## src/rtl/cla_pkg.sv

```systemverilog
// Shared definitions for the multi-cycle wide adder/subtractor.
//   state_e : FSM encoding (S_IDLE, S_RUN, S_DONE)
//   WORD_W  : width of one adder pass
//   CNT_W() : width of the pass counter for a given word count
package cla_pkg;

    typedef enum logic [1:0] {
        S_IDLE,
        S_RUN,
        S_DONE
    } state_e;

    localparam int WORD_W = 16;

    // One extra bit so the counter can never wrap while stepping through NWORDS passes.
    function automatic int CNT_W(input int nwords);
        return $clog2(nwords) + 1;
    endfunction

endpackage

```

## src/rtl/cla_wide_add_seq_cla16.sv

```systemverilog
// 16-bit two-level carry-lookahead adder (four 4-bit lookahead groups).
// Ports:
//   a_i, b_i  : 16-bit operands
//   c_i       : carry in
//   sum_o     : 16-bit sum
//   c_o       : carry out of bit 15
//   p_grp_o   : block propagate (all 16 bits propagate)
//   g_grp_o   : block generate (carry produced independent of c_i)
module CLA_16_bit (
    input  logic [15:0] a_i,
    input  logic [15:0] b_i,
    input  logic        c_i,
    output logic [15:0] sum_o,
    output logic        c_o,
    output logic        p_grp_o,
    output logic        g_grp_o
);

    logic [15:0] g;
    logic [15:0] p;
    logic [16:0] c;
    logic [3:0]  gg;
    logic [3:0]  gp;
    logic [4:0]  cg;

    always_comb begin
        g  = a_i & b_i;
        p  = a_i ^ b_i;
        gg = '0;
        gp = '0;
        cg = '0;
        c  = '0;

        // Group generate/propagate, flattened so each group is a single lookahead level.
        for (int k = 0; k < 4; k++) begin
            gg[k] = g[4*k+3]
                  | (p[4*k+3] & g[4*k+2])
                  | (p[4*k+3] & p[4*k+2] & g[4*k+1])
                  | (p[4*k+3] & p[4*k+2] & p[4*k+1] & g[4*k]);
            gp[k] = &p[4*k +: 4];
        end

        // Second-level lookahead across groups.
        cg[0] = c_i;
        cg[1] = gg[0] | (gp[0] & c_i);
        cg[2] = gg[1] | (gp[1] & gg[0]) | (gp[1] & gp[0] & c_i);
        cg[3] = gg[2] | (gp[2] & gg[1]) | (gp[2] & gp[1] & gg[0])
              | (gp[2] & gp[1] & gp[0] & c_i);
        cg[4] = gg[3] | (gp[3] & gg[2]) | (gp[3] & gp[2] & gg[1])
              | (gp[3] & gp[2] & gp[1] & gg[0]) | (gp[3] & gp[2] & gp[1] & gp[0] & c_i);

        // Bit carries inside each group, seeded by the group carry-in.
        for (int k = 0; k < 4; k++) begin
            c[4*k]   = cg[k];
            c[4*k+1] = g[4*k] | (p[4*k] & cg[k]);
            c[4*k+2] = g[4*k+1] | (p[4*k+1] & g[4*k]) | (p[4*k+1] & p[4*k] & cg[k]);
            c[4*k+3] = g[4*k+2] | (p[4*k+2] & g[4*k+1]) | (p[4*k+2] & p[4*k+1] & g[4*k])
                     | (p[4*k+2] & p[4*k+1] & p[4*k] & cg[k]);
        end
        c[16] = cg[4];
    end

    assign sum_o   = p ^ c[15:0];
    assign c_o     = c[16];
    assign p_grp_o = &gp;
    assign g_grp_o = gg[3] | (gp[3] & gg[2]) | (gp[3] & gp[2] & gg[1])
                   | (gp[3] & gp[2] & gp[1] & gg[0]);

endmodule

```

## src/rtl/cla_wide_add_seq.sv

```systemverilog
// Multi-cycle wide adder/subtractor. A single 16-bit CLA is reused NWORDS times,
// least-significant word first, with the inter-word carry held in a flop.
// Optional feature macro: CLA_SEQ_OVF_EN adds the signed-overflow output ovf.
// Ports:
//   clk, rst            : clock, asynchronous active-high reset
//   in_valid/in_ready   : operand handshake (ready only in IDLE)
//   a, b, c_in, sub     : operands, carry-in (add only), 1 = subtract a-b
//   out_valid/out_ready : result handshake (valid only in DONE)
//   sum, c_out          : W-bit result mod 2^W, carry out (sub: 1 = no borrow)
//   ovf                 : signed overflow (CLA_SEQ_OVF_EN only)
module cla_wide_add_seq
    import cla_pkg::*;
#(
    parameter  int NWORDS = 4,
    localparam int W      = WORD_W * NWORDS
) (
    input  logic         clk,
    input  logic         rst,
    input  logic         in_valid,
    output logic         in_ready,
    input  logic [W-1:0] a,
    input  logic [W-1:0] b,
    input  logic         c_in,
    input  logic         sub,
    output logic         out_valid,
    input  logic         out_ready,
    output logic [W-1:0] sum,
    output logic         c_out
`ifdef CLA_SEQ_OVF_EN
    ,output logic        ovf
`endif
);

    localparam int CW = CNT_W(NWORDS);

    state_e        state_q, state_d;
    logic [CW-1:0] cnt_q, cnt_d;
    logic          carry_q, carry_d;
    logic [W-1:0]  a_q, a_d;
    logic [W-1:0]  b_q, b_d;
    logic [W-1:0]  res_q, res_d;

    logic [WORD_W-1:0] add_sum;
    logic              add_cout;

    CLA_16_bit u_cla (
        .a_i     (a_q[WORD_W-1:0]),
        .b_i     (b_q[WORD_W-1:0]),
        .c_i     (carry_q),
        .sum_o   (add_sum),
        .c_o     (add_cout),
        .p_grp_o (),
        .g_grp_o ()
    );

`ifdef CLA_SEQ_OVF_EN
    logic ovf_q, ovf_d;
`endif

    always_comb begin
        state_d = state_q;
        cnt_d   = cnt_q;
        carry_d = carry_q;
        a_d     = a_q;
        b_d     = b_q;
        res_d   = res_q;
`ifdef CLA_SEQ_OVF_EN
        ovf_d   = ovf_q;
`endif
        case (state_q)
            S_IDLE: begin
                if (in_valid) begin
                    a_d     = a;
                    b_d     = sub ? ~b : b;
                    // Subtraction is a + ~b + 1, so the +1 enters as the initial carry.
                    carry_d = sub ? 1'b1 : c_in;
                    cnt_d   = '0;
                    state_d = S_RUN;
                end
            end
            S_RUN: begin
                a_d     = a_q >> WORD_W;
                b_d     = b_q >> WORD_W;
                // Result fills from the top so the first (LS) word ends at bit 0 after NWORDS shifts.
                res_d   = {add_sum, res_q[W-1:WORD_W]};
                carry_d = add_cout;
                cnt_d   = cnt_q + CW'(1);
                if (cnt_q == CW'(NWORDS - 1)) begin
                    state_d = S_DONE;
`ifdef CLA_SEQ_OVF_EN
                    // On the last pass word 0 of the shift registers holds the operand sign bits.
                    ovf_d = ~(a_q[WORD_W-1] ^ b_q[WORD_W-1]) & (add_sum[WORD_W-1] ^ a_q[WORD_W-1]);
`endif
                end
            end
            S_DONE: begin
                if (out_ready) begin
                    state_d = S_IDLE;
                end
            end
            default: state_d = S_IDLE;
        endcase
    end

    always_ff @(posedge clk or posedge rst) begin
        if (rst) begin
            state_q <= S_IDLE;
            cnt_q   <= '0;
            carry_q <= 1'b0;
            a_q     <= '0;
            b_q     <= '0;
            res_q   <= '0;
`ifdef CLA_SEQ_OVF_EN
            ovf_q   <= 1'b0;
`endif
        end else begin
            state_q <= state_d;
            cnt_q   <= cnt_d;
            carry_q <= carry_d;
            a_q     <= a_d;
            b_q     <= b_d;
            res_q   <= res_d;
`ifdef CLA_SEQ_OVF_EN
            ovf_q   <= ovf_d;
`endif
        end
    end

    assign in_ready  = (state_q == S_IDLE);
    assign out_valid = (state_q == S_DONE);
    assign sum       = res_q;
    // After the last pass the carry flop holds the carry out of bit W-1 and is frozen in DONE.
    assign c_out     = carry_q;
`ifdef CLA_SEQ_OVF_EN
    assign ovf       = ovf_q;
`endif

endmodule
```

## config.mk

```make
export PLATFORM = sky130hd
export DESIGN_NAME = cla_wide_add_seq
export DESIGN_NICKNAME = d
export VERILOG_FILES = /design/src/rtl/cla_pkg.sv /design/src/rtl/cla_wide_add_seq_cla16.sv /design/src/rtl/cla_wide_add_seq.sv
export SDC_FILE = /design/constraint.sdc
export NUM_CORES = 1
export LEC_CHECK = 0
export CAP_MARGIN = 20
export CORE_MARGIN = 10
export CORE_UTILIZATION = 50
export DETAILED_ROUTE_END_ITERATION = 12
export GPL_ROUTABILITY_DRIVEN = 0
export PLACE_DENSITY = 0.82
export SYNTH_ARGS = -nofsm -noshare
export SYNTH_HDL_FRONTEND = slang
export SYNTH_SLANG_ARGS = --single-unit
```

## constraint.sdc

```tcl
create_clock -name clk -period 9.2 [get_ports clk]
set_input_delay 1.84 -clock clk [delete_from_list [all_inputs] [get_ports clk]]
set_output_delay 1.84 -clock clk [all_outputs]
set_load 0.02 [all_outputs]
```

* After elaboration in Yosys (flattened, before gate mapping)
Cells that the tools add are included.
** Storage, ports and cells
- Flip-flop bits (word level) :: 198
- Logic and storage cells :: 157
- Input port bits :: 134
- Output and inout port bits :: 67
** Cells by class
- Reduce and logical (&&, ||, !) cells :: 8
- Multiplexer cells :: 14
- Add/subtract/negate cells :: 1
- Bitwise operators :: 122
- Equality and inequality tests :: 6
** Operators by type and width (count)
- 64-bit one-hot mux with 2 select lines :: 2
- 64-bit 2-to-1 mux :: 3
- 1-bit AND :: 72
- 64-bit NOT :: 1
- 1-bit OR :: 46
- 16-bit bitwise XOR :: 2
- 16-bit AND :: 1
- 4-bit AND reduction :: 4
- 2-bit 2-to-1 mux :: 3
- 2-bit one-hot mux with 3 select lines :: 1
- 3-bit one-hot mux with 2 select lines :: 1
- 2-bit != test (second input constant) :: 2
- 3-bit by 1-bit adder with 3-bit output (second input constant) :: 1
- 3-bit by 2-bit equality test with 1-bit output (second input constant) :: 1
- 3-bit 2-to-1 mux :: 1
- 3-bit AND reduction :: 1
- 2-bit by 1-bit equality test with 1-bit output (second input constant) :: 1
- 2-bit equality test (second input constant) :: 1
- 2-bit zero test :: 1
- 1-bit 2-to-1 mux :: 2
- 2-bit by 1-bit != test with 1-bit output (second input constant) :: 1
- 1-bit one-hot mux with 2 select lines :: 1
- 2-bit AND reduction :: 1
- 2-bit nonzero test :: 1

* Depth between registers and ports, before layout
- Depth after elaboration :: 12
- Mapped depth :: 8
- Depth with buffers taken out :: 8

* Hierarchy
From an unflattened synthesis, not the netlist that was laid out.
** Second synthesis, totals
- Cells, all modules :: 985
- Area, all modules :: 9467.8 µm²
** By module, submodules not included
- cla_wide_add_seq :: cells each 888, seq. area each 4954.8 µm², area each 8715.9 µm², times used 1
- CLA_16_bit :: cells each 97, seq. area each 0.0 µm², area each 752.0 µm², times used 1

* Worst setup path after synthesis
No wires, ideal clock.
- Path type :: flip-flop to output port
- Start :: register state_q[0]
- End :: output port in_ready
- Slack :: 6.166 ns
- Stages on the path, launching flop included :: 5
- Arrival :: 1.194 ns
- Path buffers :: 3
- Data required time :: 7.360 ns
- Path through :: dfrtp_1 buf_2 clkbuf_1 clkbuf_1 nor2_1
** Between the ends
- Cells in the longest elaborated chain, start to end :: 1
** Ends and longest elaborated chain
- from (decl) :: line cla_wide_add_seq.sv:36 : state_e state_q, state_d;
- from (signal assigned) :: line cla_wide_add_seq.sv:117 : state_q <= state_d;
- 2-bit zero test :: line cla_wide_add_seq.sv:129 : assign in_ready = (state_q == S_IDLE);
- to (decl) :: line cla_wide_add_seq.sv:20 : output logic in_ready,
Every way passes these cells.

* Final worst setup path
Ends and elaborated chain as after synthesis.

==> flow_summary.toml <==
[place]
io_buffers = 200
post-dp-hpwl_mm = 18.5
dp.cells = 1444
pre_cts_ws_ns = 5.04

[power_and_ir_drop]
p_leak_uw = 0.00573
power_uw = 4180
power_density_nw_per_um2 = 329
peakVddDrop_mv = 0.214

[global_routing]
overflow = 0
globalRouteTotalUtil = 0.201
grt_pass1_wl_mm = 43.4
grt_antenna_before_repair = 2
grt_start_max_net_pins = 120
grt_pass1_vias = 8342

[drt]
drt-vias-per-instance = 5.63
drtAntennaViolNets = 0
wl_mm = 26.7
routedWlPerCell_um = 18.1
dr.first_iter.drc_count = 740
vias = 8316
drc_errors = 0
drt_pass1_iterations = 7

[floorplan]
ios = 201
die_width_um = 162
fp.dieH_um = 162
rows = 51
initial_core_util = 0.512
core_sq_um = 19600
dieArea_sq_um = 26100

[synth]
syn_area_per_cell_sq_um = 9.53
yosys.area.top_type_share = 0.494
async_flop_share = 1.00
synth_ff_type = "dfrtp_1"
netlist-cell-type-count = 55
netlist_instances = 1053
syn_area_sq_um = 10000
ys_seq_area_frac = 0.494
synth_area_leaders = "dfrtp_1 49%, nand2_1 7.8%, xor2_1 5.8%, a21oi_1 4.9%, o21ai_0 4.4%"
synth-seq-cells = 198
syn_nets = 1209
synth_top_area_cell = "dfrtp_1"
synth_edf_count = 0
yosysWarnings = 0

[timing]
period_needed_ns = 4.42
fin_crit_sh = 0.481
tns_ns = 0
hold_viol_final = 0
fin_ws_ns = 4.78
fmax_mhz = 226
worstMarginPinSlew_ns = 0.980
fin_skew_ns = 0.0162
slew_headroom = 0.347
setup_viol = 0
finalMaxSlewViolations = 0
rsz0062_at_grt = "no"

[status]
status = "finished clean"

[critical_path]
cp_slowest_cell = "buf_4"
r2r_setup_slack_ns = 5.65
worst_ep_arrival_time_ns = 2.58
r2r_cells = 7
max_stage_delay_ns = 0.75
worstPathMaxFanout = 102
path_class = "flip-flop to output port"
timing.rr.end = "sum[63]"
cp-start-kind = "flip-flop"
crit_chain = "buf_4 > nor2_1 > clkdlybuf4s50_1"
cpLargestDelayFamily = "buffers and inverters"
end_kind = "output port"
path_buf_inv = 2
required_ns = 7.36
timing.rr.start = "state_q[0]"

[cts]
clk_pin_slew_worst_paths_ns = 0.08
numCtsBuffers = 17
cts_hold_buf = 0
clkSinkCount = 198
ctsRootBufferMaster = "clkbuf_16"
htreeDepth = 4
cts_buffer_depth = 2
cts_setup_buffers = 0
cts_resized = 0
clk_latency_ns = 0.44
cts_tree = "done"

[min_path]
hold_depth = 2
whs_endpoint = "sum[10]"
worstHoldStart = "sum[10]"
holdCritPathClass = "flip-flop to flip-flop"

[finish]
fill_cells = 1588
final_util = 0.649
nets = 1354
stdcell_count = 1478
area_delta_synth_final_pct = 26.7
layout-drive-gt1-share = 0.0520

[job]
cap_violations = 0
==> state kept, by name (all words and copies together), names as in the netlist <==
register  cells
c_out         1
sum          64
b_q          64
cnt_q         3
a_q          64
state_q       2
==> how the worst max path moves through the flow <==
stage	startpoint	endpoint	slack [ns]	depth (start not counted)
floorplan	rst	a_q[0]	1.96	1
global placement	rst	state_q[0]	5.08	3
detailed placement	rst	state_q[0]	5.04	3
CTS	state_q[0]	in_ready	4.78	3
global route	state_q[0]	in_ready	4.61	3
finish	state_q[0]	in_ready	4.78	3
==> layout make-up <==
type	count	area [sq um]	area share
Tap cell	265	332	0.0261
Multi-Input combinational cell	761	4660	0.367
Antenna cell	2	5.00	0.000394
Clock buffer	19	433	0.0341
Timing Repair Buffer	210	2070	0.163
Sequential cell	198	4960	0.390
Clock inverter	13	201	0.0158
Inverter	10	45.0	0.00354
==> logic make-up after synthesis <==
| family | Yosys count | synth area share |
|---|---|---|
| xor gates and xnor gates | 71 | 0.0620 |
| buffers and inverters | 94 | 0.0431 |
| adders and majority gates | 22 | 0.0304 |
| and+or+nand+nor | 336 | 0.165 |
| AOI/OAI and AO/OA | 332 | 0.205 |
| DFF | 198 | 0.494 |
==> where the power goes <==
part           internal (uW)  switching, uW
logic                    770           1060
clock network            461            342
registers               1240            313
==> synthesized netlist by cell type, types with 9 or more instances <==
master	n
dfrtp_1	198
a22oi_1	58
nor2b_1	59
a21oi_1	98
ha_1	18
nor2_1	9
clkbuf_1	40
buf_2	30
inv_1	10
a22o_1	34
xor2_1	67
nand2_1	209
o21ai_0	88
and3b_1	38
o21ai_1	22
==> metal layers <==
layer	global-route usage	wire (um)	up-vias
met2	0.310	12300	344
met5	0	0	-
met4	0.0856	827	0
li1	-	-	3943
met3	0.0569	2250	53
met1	0.261	11400	3976
==> stage by stage <==
stage / hold slack, ns / cell area (sq um)
6_report: 0.472 / 12700
4_1_cts: 0.478 / 12700
5_1_grt: 0.497 / 12700
3_3_place_gp: 0.457 / 12100
2_1_floorplan: 0.450 / 10000
3_5_place_dp: 0.461 / 12100
==> worst min-delay path, cell delays in order, from the launching register on <==
cell and delay (ns):
dfrtp_1 0.34, nand2_1 0.05, nand2_1 0.05
==> placed cells by master (no fill, tap or decap), types with 3 or more instances in the layout <==
master / Yosys / layout
inv_1: 10 / 9
nor3_1: 3 / 3
buf_4: 7 / 11
dfrtp_1: 198 / 196
o21ai_0: 88 / 88
ha_1: 18 / 18
xor2_1: 67 / 67
o211ai_1: 3 / 3
o21ai_2: 3 / 3
o21a_1: 3 / 3
a211oi_1: 3 / 3
a22o_1: 34 / 34
nand2_1: 209 / 209
and3b_1: 38 / 38
a21oi_1: 98 / 98
xnor2_1: 4 / 4
clkbuf_16: 0 / 17
bufinv_16: 0 / 4
clkinvlp_4: 0 / 3
nor2_1: 9 / 9
fa_1: 4 / 4
a22oi_1: 58 / 58
clkdlybuf4s50_1: 0 / 198
nor2b_1: 59 / 57
o21ai_1: 22 / 22
No activity file was read; power rests on OpenSTA's default activity.
